`src/rtl/cd_prio_irq.sv`:
```
// -----------------------------------------------------------------------------
// cd_prio_irq
// Registered priority encoder with pending latches, per-input masking and a
// valid/ready output handshake. Requests are latched into a pending register
// (rising-edge or level capture), and the best unmasked pending index is
// presented on o/v. It stays there until the consumer accepts it.
//
// Parameters
//   N    : number of request inputs (N >= 2)
//   EDGE : 1 = capture rising edges of req, 0 = capture while req is high
//   RR   : 0 = fixed priority (highest index wins), 1 = round-robin
//   W    : index width, $clog2(N)
//
// Ports
//   clk   : clock, all state updates on the rising edge
//   rst   : synchronous active-high reset
//   req   : [N-1:0] request lines
//   mask  : [N-1:0] 1 = input not eligible (its pending bit is kept)
//   ready : consumer accepts o when v & ready at an edge
//   o     : [W-1:0] registered index of the presented request
//   v     : registered valid for o
//   ovf   : sticky overflow, a request hit an already-pending input
// -----------------------------------------------------------------------------
module cd_prio_irq #(
  parameter  int N    = 8,
  parameter  int EDGE = 1,
  parameter  int RR   = 0,
  localparam int W    = $clog2(N)
) (
  input  logic         clk,
  input  logic         rst,
  input  logic [N-1:0] req,
  input  logic [N-1:0] mask,
  input  logic         ready,
  output logic [W-1:0] o,
  output logic         v,
  output logic         ovf
);

  typedef enum logic {
    IDLE    = 1'b0,
    PRESENT = 1'b1
  } state_e;

  state_e         state_q, state_d;
  logic [N-1:0]   p_q, p_d;
  logic [N-1:0]   req_dly_q, req_dly_d;
  logic [W-1:0]   o_q, o_d;
  logic [W-1:0]   last_q, last_d;
  logic           ovf_q, ovf_d;

  logic [N-1:0]   set_vec;
  logic [N-1:0]   clr_vec;
  logic [N-1:0]   elig;
  logic           accept;
  logic [W-1:0]   base;
  logic           sel_found;
  logic [W-1:0]   sel_idx;

  assign v   = (state_q == PRESENT);
  assign o   = o_q;
  assign ovf = ovf_q;

  // Capture, accept-clear and eligibility.
  always_comb begin
    // NOTE: every signal written in a combinational block gets a default first,
    // so no path through the block leaves it unassigned and infers a latch.
    set_vec = (EDGE != 0) ? (req & ~req_dly_q) : req;
    accept  = v & ready;
    clr_vec = '0;
    if (accept) clr_vec[o_q] = 1'b1;
    // A bit that is re-set in the same cycle it is accepted survives the clear,
    // so it stays eligible for the very next selection.
    elig    = p_q & ~(clr_vec & ~set_vec) & ~mask;
    // On an accept the rotation pivots on the index being accepted, which is
    // the value last takes at this edge.
    base    = accept ? o_q : last_q;
  end

  // Selection: walk candidates from lowest to highest priority and let later
  // hits overwrite earlier ones, so the last hit is the winner. The modulo
  // keeps round-robin indices below N when N is not a power of two.
  always_comb begin
    sel_found = 1'b0;
    sel_idx   = '0;
    for (int k = N; k >= 1; k--) begin
      int idx;
      idx = (RR != 0) ? ((int'(base) - k + N) % N) : (N - k);
      if (elig[idx]) begin
        sel_found = 1'b1;
        sel_idx   = idx[W-1:0];
      end
    end
  end

  // Next-state for the pending register, overflow and the handshake FSM.
  always_comb begin
    p_d       = (p_q & ~clr_vec) | set_vec;
    ovf_d     = ovf_q | (|(set_vec & p_q & ~clr_vec));
    req_dly_d = req;
    state_d   = state_q;
    o_d       = o_q;
    last_d    = last_q;
    case (state_q)
      IDLE: begin
        if (sel_found) begin
          o_d     = sel_idx;
          state_d = PRESENT;
        end
      end
      PRESENT: begin
        // Without an accept o and v hold, whatever mask or req do.
        if (accept) begin
          last_d = o_q;
          if (sel_found) o_d = sel_idx;
          else           state_d = IDLE;
        end
      end
      default: state_d = IDLE;
    endcase
  end

  always_ff @(posedge clk) begin
    // NOTE: sequential state is updated with non-blocking assignments so every
    // flop samples the pre-edge values regardless of statement order.
    if (rst) begin
      state_q   <= IDLE;
      p_q       <= '0;
      req_dly_q <= '0;
      o_q       <= '0;
      last_q    <= '0;
      ovf_q     <= 1'b0;
    end else begin
      state_q   <= state_d;
      p_q       <= p_d;
      req_dly_q <= req_dly_d;
      o_q       <= o_d;
      last_q    <= last_d;
      ovf_q     <= ovf_d;
    end
  end

endmodule

```
`config.mk`:
```
export PLATFORM = sky130hd
export DESIGN_NAME = cd_prio_irq
export DESIGN_NICKNAME = d
export VERILOG_FILES = /design/src/rtl/cd_prio_irq.sv
export SDC_FILE = /design/constraint.sdc
export NUM_CORES = 1
export LEC_CHECK = 0
export CORE_MARGIN = 5
export CORE_UTILIZATION = 52
export CTS_CLUSTER_SIZE = 12
export DETAILED_ROUTE_END_ITERATION = 10
export HOLD_SLACK_MARGIN = 0.02
export PLACE_DENSITY_LB_ADDON = 0.3
export SYNTH_ARGS = -nofsm -noshare
export SYNTH_HDL_FRONTEND = slang
export SYNTH_SLANG_ARGS = --single-unit
```
`constraint.sdc`:
```
create_clock -name clk -period 6.3 [get_ports clk]
set_input_delay 0.63 -clock clk [delete_from_list [all_inputs] [get_ports clk]]
set_output_delay 0.63 -clock clk [all_outputs]
set_load 0.005 [all_outputs]
```
Yosys cells after proc, flatten, opt, wreduce, memory -nomap -nowiden --
Cells that the tools add are included.
Storage, ports and cells: logic and storage cells 50, input bits 19, output and inout port bits 5, bits in registers 21
Operators by class: bitwise logic cells 16, reduce and logical (&&, ||, !) cells 2, equality and inequality tests 1, mux-type cells 24, order comparisons 2
Operators with widths (number):
- $and 8x8->8 | 7
- $not 8->8 | 5
- $mux 3 | 8
- $mux 1 | 12
- $mux 8 | 1
- $or 8x8->8 | 1
- $reduce_or 8->1 | 1
- $pmux 3 s2 | 1
- $lt 3x4->1 const B | 1
- $demux 1 s3 | 1
- $ge 3x1->1 const B | 1
- $ne 2x1->1 const B | 1
- $pmux 1 s2 | 1
- $and 1x1->1 | 1
- $logic_and 1x1->1 | 1
- $not 1->1 | 1
- $or 1x1->1 | 1

Longest topological paths before layout --
word-level depth 20, depth in mapped cells 6, mapped depth without buffers 5

Worst setup path after synthesis --
No wires, ideal clock.
kind in2reg, start in ready, end reg o_q[1], in the netlist o[1], library setup time 0.121 ns, stages on the path 5, setup slack 4.016 ns, path buffers 0, required time 6.179 ns, data arrival time 2.163 ns, path through nand3_2 -> o311a_1 -> or4_4 -> o21a_1 -> mux2_4
Between the ends: cells in the longest elaborated chain, start to end 17, elaborated cells on any way between the ends 24, those cells by class 1 x eq/ne; 18 x mux; 5 x bitwise
Ends and longest elaborated chain:
- start, declared | line 34 | input logic ready,
- $and 1x1->1 (*) | line 69 | accept = v & ready;
- $mux 8 | line 71 | if (accept) clr_vec[o_q] = 1'b1;
- $and 8x8->8 | line 74 | elig = p_q & ~(clr_vec & ~set_vec) & ~mask;
- $not 8->8 | line 74
- $and 8x8->8 (2 in a row) | line 74
- $mux 1 (8 in a row) | line 89 | if (elig[idx]) begin
- $mux 3 | line 106, 115
- $mux 3 | line 113 | if (accept) begin
- $pmux 3 s2 | line 104 | case (state_q)
- end signal, assigned | line 130 | o_q <= '0;
- end signal, assigned | line 137 | o_q <= o_d;
- end, declared | line 48 | logic [W-1:0] o_q, o_d;
Mark *: on every way between the ends. The rest lies on a longest branch, timed or not. The select of a mux whose other input is x is not followed. A chain may end at the register's enable or synchronous reset.

Final worst setup path --
Ends and elaborated chain as after synthesis.

==> metrics list <==
- The run finished with clean final reports.
* Number of cell instances on the worst register-to-register path: 5
- In this run the register-to-register setup slack is 3.89 ns.
- Worst setup skew after layout: 0.001959 ns
- Clock H-tree levels: 1
- Number of sinks on the clock net: 21
- In the final layout, the share of cells above drive strength 1 is 0.07639.
- Simple-gate area share of the yosys netlist: 0.2747
* Post-CTS Setup Inserts: 0
- Setup repair after global routing missed its margin: no
- Number of buffers between clock root and the deepest sink: 2
- Overall power consumption: 285.0 uW
- The worst-case IR drop observed on VDD is 0.1721 mV.
* Hold Startpoint: p_q[7]
- The initial antenna violation count is 0.
- Max Clk Rate: 352.9 MHz
- Max-cap violations in this run came to 0.
- Area of the die: 2958 um2
- Class of the most critical setup path: in2reg
* Worst Hold Path Cells: 2
- WP data arrival: 3.04 ns
- The die is 54.39 um wide.
* Avg Vias per Cell: 5.585
* Number of slew-limit violations in the final report: 0
* Layout overhead on the synthesized area: 27.35%
- Headroom to the max-slew limit came out at 0.4644.
* Post-Synthesis Net Count: 139
* Adder and majority cell fraction of the synthesized area: 0
- The share of the synthesized area in compound gates (AO/OA/AOI/OAI) was 0.2564.
- The repair_antennas step left the layout with diodes totalling 0.
- The worst hold path belongs to the class reg2reg.
* Placeable core region: 1922 um2
* Combined global-route utilization of all metal layers: 0.1834
- Root Buffer: sky130_fd_sc_hd__clkbuf_4
- Setup violations remaining at the end of the flow were counted as 0.
* Post_cts resized: 0
* Synthesized flop and latch total: 21
- Endpoint class of the critical path: flip-flop
- In this run, CTS created clock tree buffers numbering 3.
- Crit start category: input port
- Count of endpoints failing hold in the final timing report: 0
* Initial drt markers: 17
- Ratio of final minimum period to clock period: 0.4498
* TritonCTS clock tree: built
- The die is 54.39 um tall.
- Post-synth cell types: 28
- Critical path required time: 6.50 ns
- Detailed Place HPWL: 1.838 mm
- # hold bufs at CTS: 0
- Floorplan row count: 16
- Biggest fanout along the worst timing path: 12
- Primary flip-flop cell chosen by synthesis mapping: sky130_fd_sc_hd__dfxtp_1
- For this run, the register share of the synthesized area comes to 0.4103.
* Filler instances: 181
- Commonest non-fill, non-tap cell in the layout: sky130_fd_sc_hd__clkdlybuf4s50_1
- End of the worst register-to-register path: o[1]
* Reg clk slew, reported paths: 0.11 ns
- Leakage component of the power: 0.4953 nW
- Largest cells by area after synthesis: sky130_fd_sc_hd__dfxtp_1 41%, sky130_fd_sc_hd__nor2b_1 9.8%, sky130_fd_sc_hd__a21oi_1 4.9%
- Synth async-reset ratio: 0
- Adding up every negative setup slack in the final design gives 0 ns.
* Startpoint of the lowest-slack register-to-register path: o[2]
- Most frequent cells in the layout: 23 x sky130_fd_sc_hd__clkdlybuf4s50_1, 21 x sky130_fd_sc_hd__dfxtp_1, 16 x sky130_fd_sc_hd__nor2b_1
* Share of Yosys cell area claimed by the top area cell type: 0.4103
- Synthesized-area fraction occupied by xor and xnor cells: 0
* Tightest Pin Transition: 0.8009 ns
- In the routed design, unresolved DRC markers number 0.
- Endpoint with the worst hold slack: p_q[7]
- Avg Synthesized Cell Area: 8.539 um2
- Of the post-synthesis cell area, the part taken by muxes is 0.01465.
- The number of global-route vias before repair was 913.
- The synthesized design spends more area on one cell type than any other, namely sky130_fd_sc_hd__dfxtp_1.
- Buffers placed on the I/O ports in this run total 23.
- During synthesis, Yosys emitted a total of 0 warnings.
- The later pin in the worst-skew pair is clocked with a latency of 0.30 ns.
- For this run the aggregate overflow at the end of global routing stands at 0.
* Number of iterations in the first detailed-routing pass: 4
- Detailed routing inserted a total of 955 vias.
- Routability cong.: 0.8673
- Dividing total power by cell area gives a power density of 218.4 nW/um2.
* Instance count of the mapped netlist: 120
- Effective utilization at floorplan: 0.5332
- After detailed routing, the average wire length per cell comes to 13.78 um.
* Total standard cell area after synthesis: 1025 um2
- Number of enable-type register cells in the synthesized netlist: 0
- The count of nets left with antenna violations once routing finished came out at 0.
- The first global-routing pass estimated 3.891 mm of wire.
* Number of nets in the finished design: 164
- Boundary Pins: 24
* Pin count of the biggest net entering global routing: 24
- Routed wire length: 2.356 mm
- After synthesis, the largest family of logic cells by area is simple AND/OR/NAND/NOR gates.
- Final min period: 2.834 ns
==> state kept, by name (all words and copies together), names as in the netlist <==
register and flops:
p_q 8, req_dly_q 8, v 1, o 3, ovf 1
==> worst max path at each step <==
stage          start  endpoint  slack, ns  cells past startpoint
2_1_floorplan  ready      o[1]       4.02                      5
3_3_place_gp   ready      o[1]       3.35                      6
3_5_place_dp   ready      o[1]       3.19                      6
4_1_cts        ready      o[1]       3.52                      6
5_1_grt        ready      o[1]       3.33                      6
6_report       ready      o[1]       3.47                      6
==> critical path: stages <==
cell,delay (ns)
sky130_fd_sc_hd__clkdlybuf4s50_1,0.53
sky130_fd_sc_hd__nand3b_1,0.31
sky130_fd_sc_hd__o311ai_0,0.71
sky130_fd_sc_hd__nand4_1,0.28
sky130_fd_sc_hd__o21a_1,0.28
sky130_fd_sc_hd__mux2_4,0.30
==> metrics by stage <==
stage | area [um2] | cells | setup WS, ns | hold slack, ns | util
after floorplan | 1025 | 120 | 4.016 | 0.4724 | -
after global placement | 1277 | 167 | 3.350 | 0.4977 | 0.6647
after detailed placement | 1277 | 167 | 3.187 | 0.5025 | 0.6647
after CTS | 1305 | 171 | 3.516 | 0.5216 | 0.6790
after global routing | 1305 | 171 | 3.329 | 0.5517 | 0.6790
final | 1305 | 171 | 3.466 | 0.5250 | 0.6790
==> cells in the mapped netlist, drive strengths merged (2+ instances only) <==
master,number
nand3b,2
or2,4
o21ai,7
nor2,11
a311oi,2
dfxtp,21
inv,9
o311a,3
nand2b,8
o311ai,5
clkbuf,3
o21a,3
nor2b,16
o211ai,4
a21oi,10
==> logic make-up (layout without fill, tap and decap cells) <==
family / after synthesis / count (layout)
buffers and inverters: 12 / 36
DFF: 21 / 21
muxes: 1 / 1
and+or+nand+nor: 48 / 48
AOI/OAI and AO/OA: 38 / 38
==> power breakdown <==
group | switching, mW | leakage (nW) | internal, mW
registers | 0.00977 | 0.175 | 0.144
clock network | 0.0395 | 0.0177 | 0.0237
logic | 0.0305 | 0.302 | 0.0376
==> final cells by class <==
type,count,area [um2],share of cell area
sequential,21,420.4,0.3221
clock inverter,1,5.005,0.003835
clock buffer,3,22.52,0.01726
multi-input combinational,87,559.3,0.4286
tap,27,33.78,0.02589
timing repair buffer,23,230.2,0.1764
inverter,9,33.78,0.02589
==> layer usage <==
metal / track usage / vias to the layer above / routed length (um)
li1: - / 478 / -
met1: 0.2156 / 444 / 990
met2: 0.3247 / 31 / 1197
met3: 0.06540 / 2 / 157
met4: 0.02490 / 0 / 10
met5: 0 / - / 0
No activity file was read; power rests on OpenSTA's default activity.
==> RTL change 1 (same flow settings) <==
Take the reset off `p_q` and load it in a clocked block of its own.
--- a/src/rtl/cd_prio_irq.sv
+++ b/src/rtl/cd_prio_irq.sv
@@ -125,14 +125,12 @@
     // flop samples the pre-edge values regardless of statement order.
     if (rst) begin
       state_q   <= IDLE;
-      p_q       <= '0;
       req_dly_q <= '0;
       o_q       <= '0;
       last_q    <= '0;
       ovf_q     <= 1'b0;
     end else begin
       state_q   <= state_d;
-      p_q       <= p_d;
       req_dly_q <= req_dly_d;
       o_q       <= o_d;
       last_q    <= last_d;
@@ -140,5 +138,9 @@
     end
   end
 
+  always_ff @(posedge clk) begin
+    p_q <= p_d;
+  end
+
 endmodule
 
Check against the original RTL: not equivalent (a bounded check fails within 4 cycles, from zero or initial values and one cycle with rst high).
==> RTL change 1 against the unedited design <==
- design area shrank 2.6%
- sequential cell count unchanged
- largest power group unchanged
- clock power about the same
- setup slack gained 0.13 ns
- routed wire length is 2.7% lower
- total power shrank 6.6%
- global-route usage down 0.48 points
- utilization up 3.4 points
- clock skew is 0.0084 ns higher
- synthesized cell count shrank 5.8%
- area after synthesis down 2.6%
==> RTL change 1: results (changes against the unedited design) <==
Layout
  • # diodes: 0 (unchanged)
  • Layout cells sized above 1: 0.0580 (was 0.0764)
  • Filler cells: 135 (was 181)
  • Final #Nets: 158 (was 164)

Yosys
  • Area fraction in compound gates after synthesis: 0.244 (was 0.256)
  • Synth Area in XOR/XNOR: 0 (unchanged)
  • Top cells by count, synth: dfxtp_1 (21), nor2b_1 (14), nand2b_1 (11), o21ai_0 (10), inv_1 (8) (was dfxtp_1 (21), nor2b_1 (16), nor2_1 (11), a21oi_1 (10), inv_1 (9))
  • Post-synthesis cell type count: 32 (was 28)
  • Synthesized Nets: 132 (was 139)
  • Mux cell area share after synthesis: 0.0150 (was 0.0147)
  • Synth Area in Adders: 0 (unchanged)
  • Top post-synthesis cells by area: dfxtp_1 (42%), nor2b_1 (8.8%), nand2b_1 (6.9%) (was dfxtp_1 (41%), nor2b_1 (9.8%), a21oi_1 (4.9%))
  • Seq/Total Area, Yosys: 0.421 (was 0.410)

STA
  • Final worst clock skew: 0.0103 ns (was 0.00196 ns)
  • Worst slew margin: 0.630 (was 0.464)

Clock network
  • Clock root cell: clkbuf_4 (unchanged)
  • # Post-CTS Setup Buffers: 0 (unchanged)
  • H-tree depth: 1 (unchanged)
  • Clk_lat worst skew: 0.30 ns (about the same)
  • Post-CTS Resized: 0 (unchanged)

Place
  • Final Wtd Congestion: 0.874 (was 0.867)
  • HPWL Detailed: 1700 um (was 1840 um)
  • Port Buf Inserts: 23 (unchanged)

Pwr
  • Lkg Pwr: 0.484 nW (was 0.495 nW)
  • Worst IR Drop VDD: 0.122 mV (was 0.172 mV)

Detailed routing
  • Drt first pass iters: 4 (unchanged)
  • DR vias: 913 (was 955)
  • WL final: 2290 um (was 2360 um)
  • Initial DRC count: 31 (was 17)

Run status
  • Status: complete, no violations (unchanged)

Global route
  • All-Layer GR Usage: 0.179 (was 0.183)
  • Largest net degree at the start of global routing: 16 (was 24)
  • Initial antenna violation count: 0 (unchanged)
  • Vias in the first global route: 893 (was 913)
  • Global-route wire length before repair: 3740 um (was 3890 um)

Setup path
  • Crit Path Max Fanout: 9 (was 12)
  • Crit path DAT: 2.91 ns (was 3.04 ns)
  • Reg2Reg Depth: 5 (unchanged)

Min path
  • Worst Hold Depth: 1 (was 2)
## RTL change 1: changes by cell type after synthesis, sizes merged, moves of 3 or more
cell    before  now
a21oi       10    5
nand2        1    6
nand2b       8   11
nor2        11    6
o21ai        7   11
or2          4    1
## RTL change 1: cell type report
type                            instances  area share
Sequential cell                        21       0.331
Clock buffer                            4      0.0207
Inverter                                8      0.0236
Timing Repair Buffer                   23       0.181
Multi-Input combinational cell         82       0.419
Tap cell                               25      0.0246
## RTL change 1: cells by family after synthesis
group	after synthesis
simple gates	46
compound gates	35
flops	21
buf+inv	10
mux	1
## RTL change 1: report_power, final
group	total, mW	internal, mW	switching (mW)
combinational	0.0561	0.0308	0.0253
sequential	0.147	0.141	0.00619
clock	0.0630	0.0247	0.0382
total	0.266	0.197	0.0697
## RTL change 1: routing by layer
layer	GRT usage	up-vias	routed length (um)
met3	0.0305	12	153
met2	0.296	31	1060
li1	-	457	-
met1	0.214	413	1020
met5	0	-	0
met4	0.106	0	59
## RTL change 1: worst paths after layout
check / startpoint / end / slack (ns)
max: ready / o[1] / 3.60
min: req_dly_q[3] / p_q[3] / 0.48
max reg2reg: o[2] / o[1] / 4.02
min reg2reg: req_dly_q[3] / p_q[3] / 0.48
## RTL change 1: critical path, stage by stage
cell	delay, ns
clkdlybuf4s50_1	0.52
nand3b_1	0.27
o311ai_0	0.59
o2111ai_1	0.31
o21a_1	0.29
mux2_4	0.30
## RTL change 1: through the flow
step | setup WS [ns] | hold slack [ns] | cell area, um^2 | std cells
2_1_floorplan | 3.93 | 0.436 | 998 | 113
3_3_place_gp | 3.37 | 0.460 | 1240 | 159
3_5_place_dp | 3.32 | 0.471 | 1240 | 159
4_1_cts | 3.65 | 0.495 | 1270 | 163
5_1_grt | 3.54 | 0.504 | 1270 | 163
6_report | 3.60 | 0.483 | 1270 | 163
==> RTL change 2 (same settings) <==
Without the edit above. Change the parameter `N` from 8 to 16.
--- a/src/rtl/cd_prio_irq.sv
+++ b/src/rtl/cd_prio_irq.sv
@@ -22,7 +22,7 @@
 //   ovf   : sticky overflow, a request hit an already-pending input
 // -----------------------------------------------------------------------------
 module cd_prio_irq #(
-  parameter  int N    = 8,
+  parameter  int N    = 16,
   parameter  int EDGE = 1,
   parameter  int RR   = 0,
   localparam int W    = $clog2(N)
Interface: changed (resized mask, o and req); port bits go from 24 to 41. No check against the original RTL was run, so the function may have changed too.
==> RTL change 2 against the unedited design <==
- total power up 100%
- non-clock buffer count up 18
- design area up 86%
- routed wire length up 84%
- utilization down 1.0 points
- setup slack better by 0.11 ns
- sequential cell count up 17
- combinational power up 89%
- area after synthesis up 89%
==> RTL change 2: results (changes against the unedited design) <==
Min path
  • Hold EP: p_q[10] (was p_q[7])

Place
  • Placed cell area: 2340 um^2 (was 1280 um^2)
  • HPWL Detailed: 3240 um (was 1840 um)
  • Port Buf Inserts: 40 (was 23)
  • Worst slack, placed: 3.31 ns (was 3.19 ns)

Setup path
  • Crit path DAT: 2.92 ns (was 3.04 ns)
  • CP Capture Point: o[0] (was o[1])
  • Max incr delay on CP: 0.53 ns (was 0.71 ns)

Layout
  • Filler cells: 316 (was 181)
  • Layout Cells excl Fill: 308 (was 171)
  • Final #Nets: 294 (was 164)
  • Layout cells sized above 1: 0.0962 (was 0.0764)

Global route
  • All-Layer GR Usage: 0.172 (was 0.183)
  • Largest net degree at the start of global routing: 39 (was 24)
  • Vias in the first global route: 1497 (was 913)
  • Met2 usage: 0.269 (was 0.325)
  • Global-route wire length before repair: 6870 um (was 3890 um)
  • Routing usage on met1: 0.216 (about the same)

Pwr
  • Logic pwr share: 0.227 (was 0.239)
  • Total power: 0.569 mW (was 0.285 mW)
  • Power share of the clock group: 0.298 (was 0.222)

Clock network
  • Reg clk slew, reported paths: 0.07 ns (was 0.11 ns)
  • CTS Buf Count: 5 (was 3)
  • H-tree depth: 2 (was 1)

Detailed routing
  • WL final: 4330 um (was 2360 um)

Yosys
  • Seq/Total Area, Yosys: 0.392 (was 0.410)
  • Top post-synthesis cells by area: dfxtp_1 (39%), nor2b_1 (7.1%), nand2_1 (5.6%) (was dfxtp_1 (41%), nor2b_1 (9.8%), a21oi_1 (4.9%))
  • Synthesized Nets: 257 (was 139)
  • Top cells by count, synth: dfxtp_1 (38), nand2_1 (29), nor2b_1 (22), a21oi_1 (21), inv_1 (18) (was dfxtp_1 (21), nor2b_1 (16), nor2_1 (11), a21oi_1 (10), inv_1 (9))
  • Post-synthesis cell type count: 42 (was 28)

STA
  • Worst slew margin: 0.472 (was 0.464)
  • Fin Hold WS: 0.485 ns (was 0.525 ns)

Run status
  • Status: complete, no violations (unchanged)
[RTL change 2: changes by cell type after synthesis, moves of 6 or more]
cell,before,now
inv_1,9,18
a311oi_1,2,8
nor2b_1,16,22
a21oi_1,10,21
dfxtp_1,21,38
nand2_1,1,29
[RTL change 2: area by class of cell]
| cell class | instances | area (um^2) | share of cell area |
|---|---|---|---|
| sequential | 38 | 761 | 0.313 |
| tap | 48 | 60.1 | 0.0247 |
| clock buffer | 7 | 86.3 | 0.0355 |
| timing repair buffer | 41 | 408 | 0.168 |
| multi-input combinational | 155 | 1040 | 0.429 |
| inverter | 18 | 67.6 | 0.0278 |
| clock inverter | 1 | 5.00 | 0.00206 |
[RTL change 2: cells by family (layout without fill, tap and decap cells)]
logic type | after synthesis | in the layout | share of synthesized area
and+or+nand+nor | 97 | 97 | 0.289
AOI/OAI and AO/OA | 58 | 58 | 0.249
buffers and inverters | 29 | 67 | 0.0703
DFF | 38 | 38 | 0.392
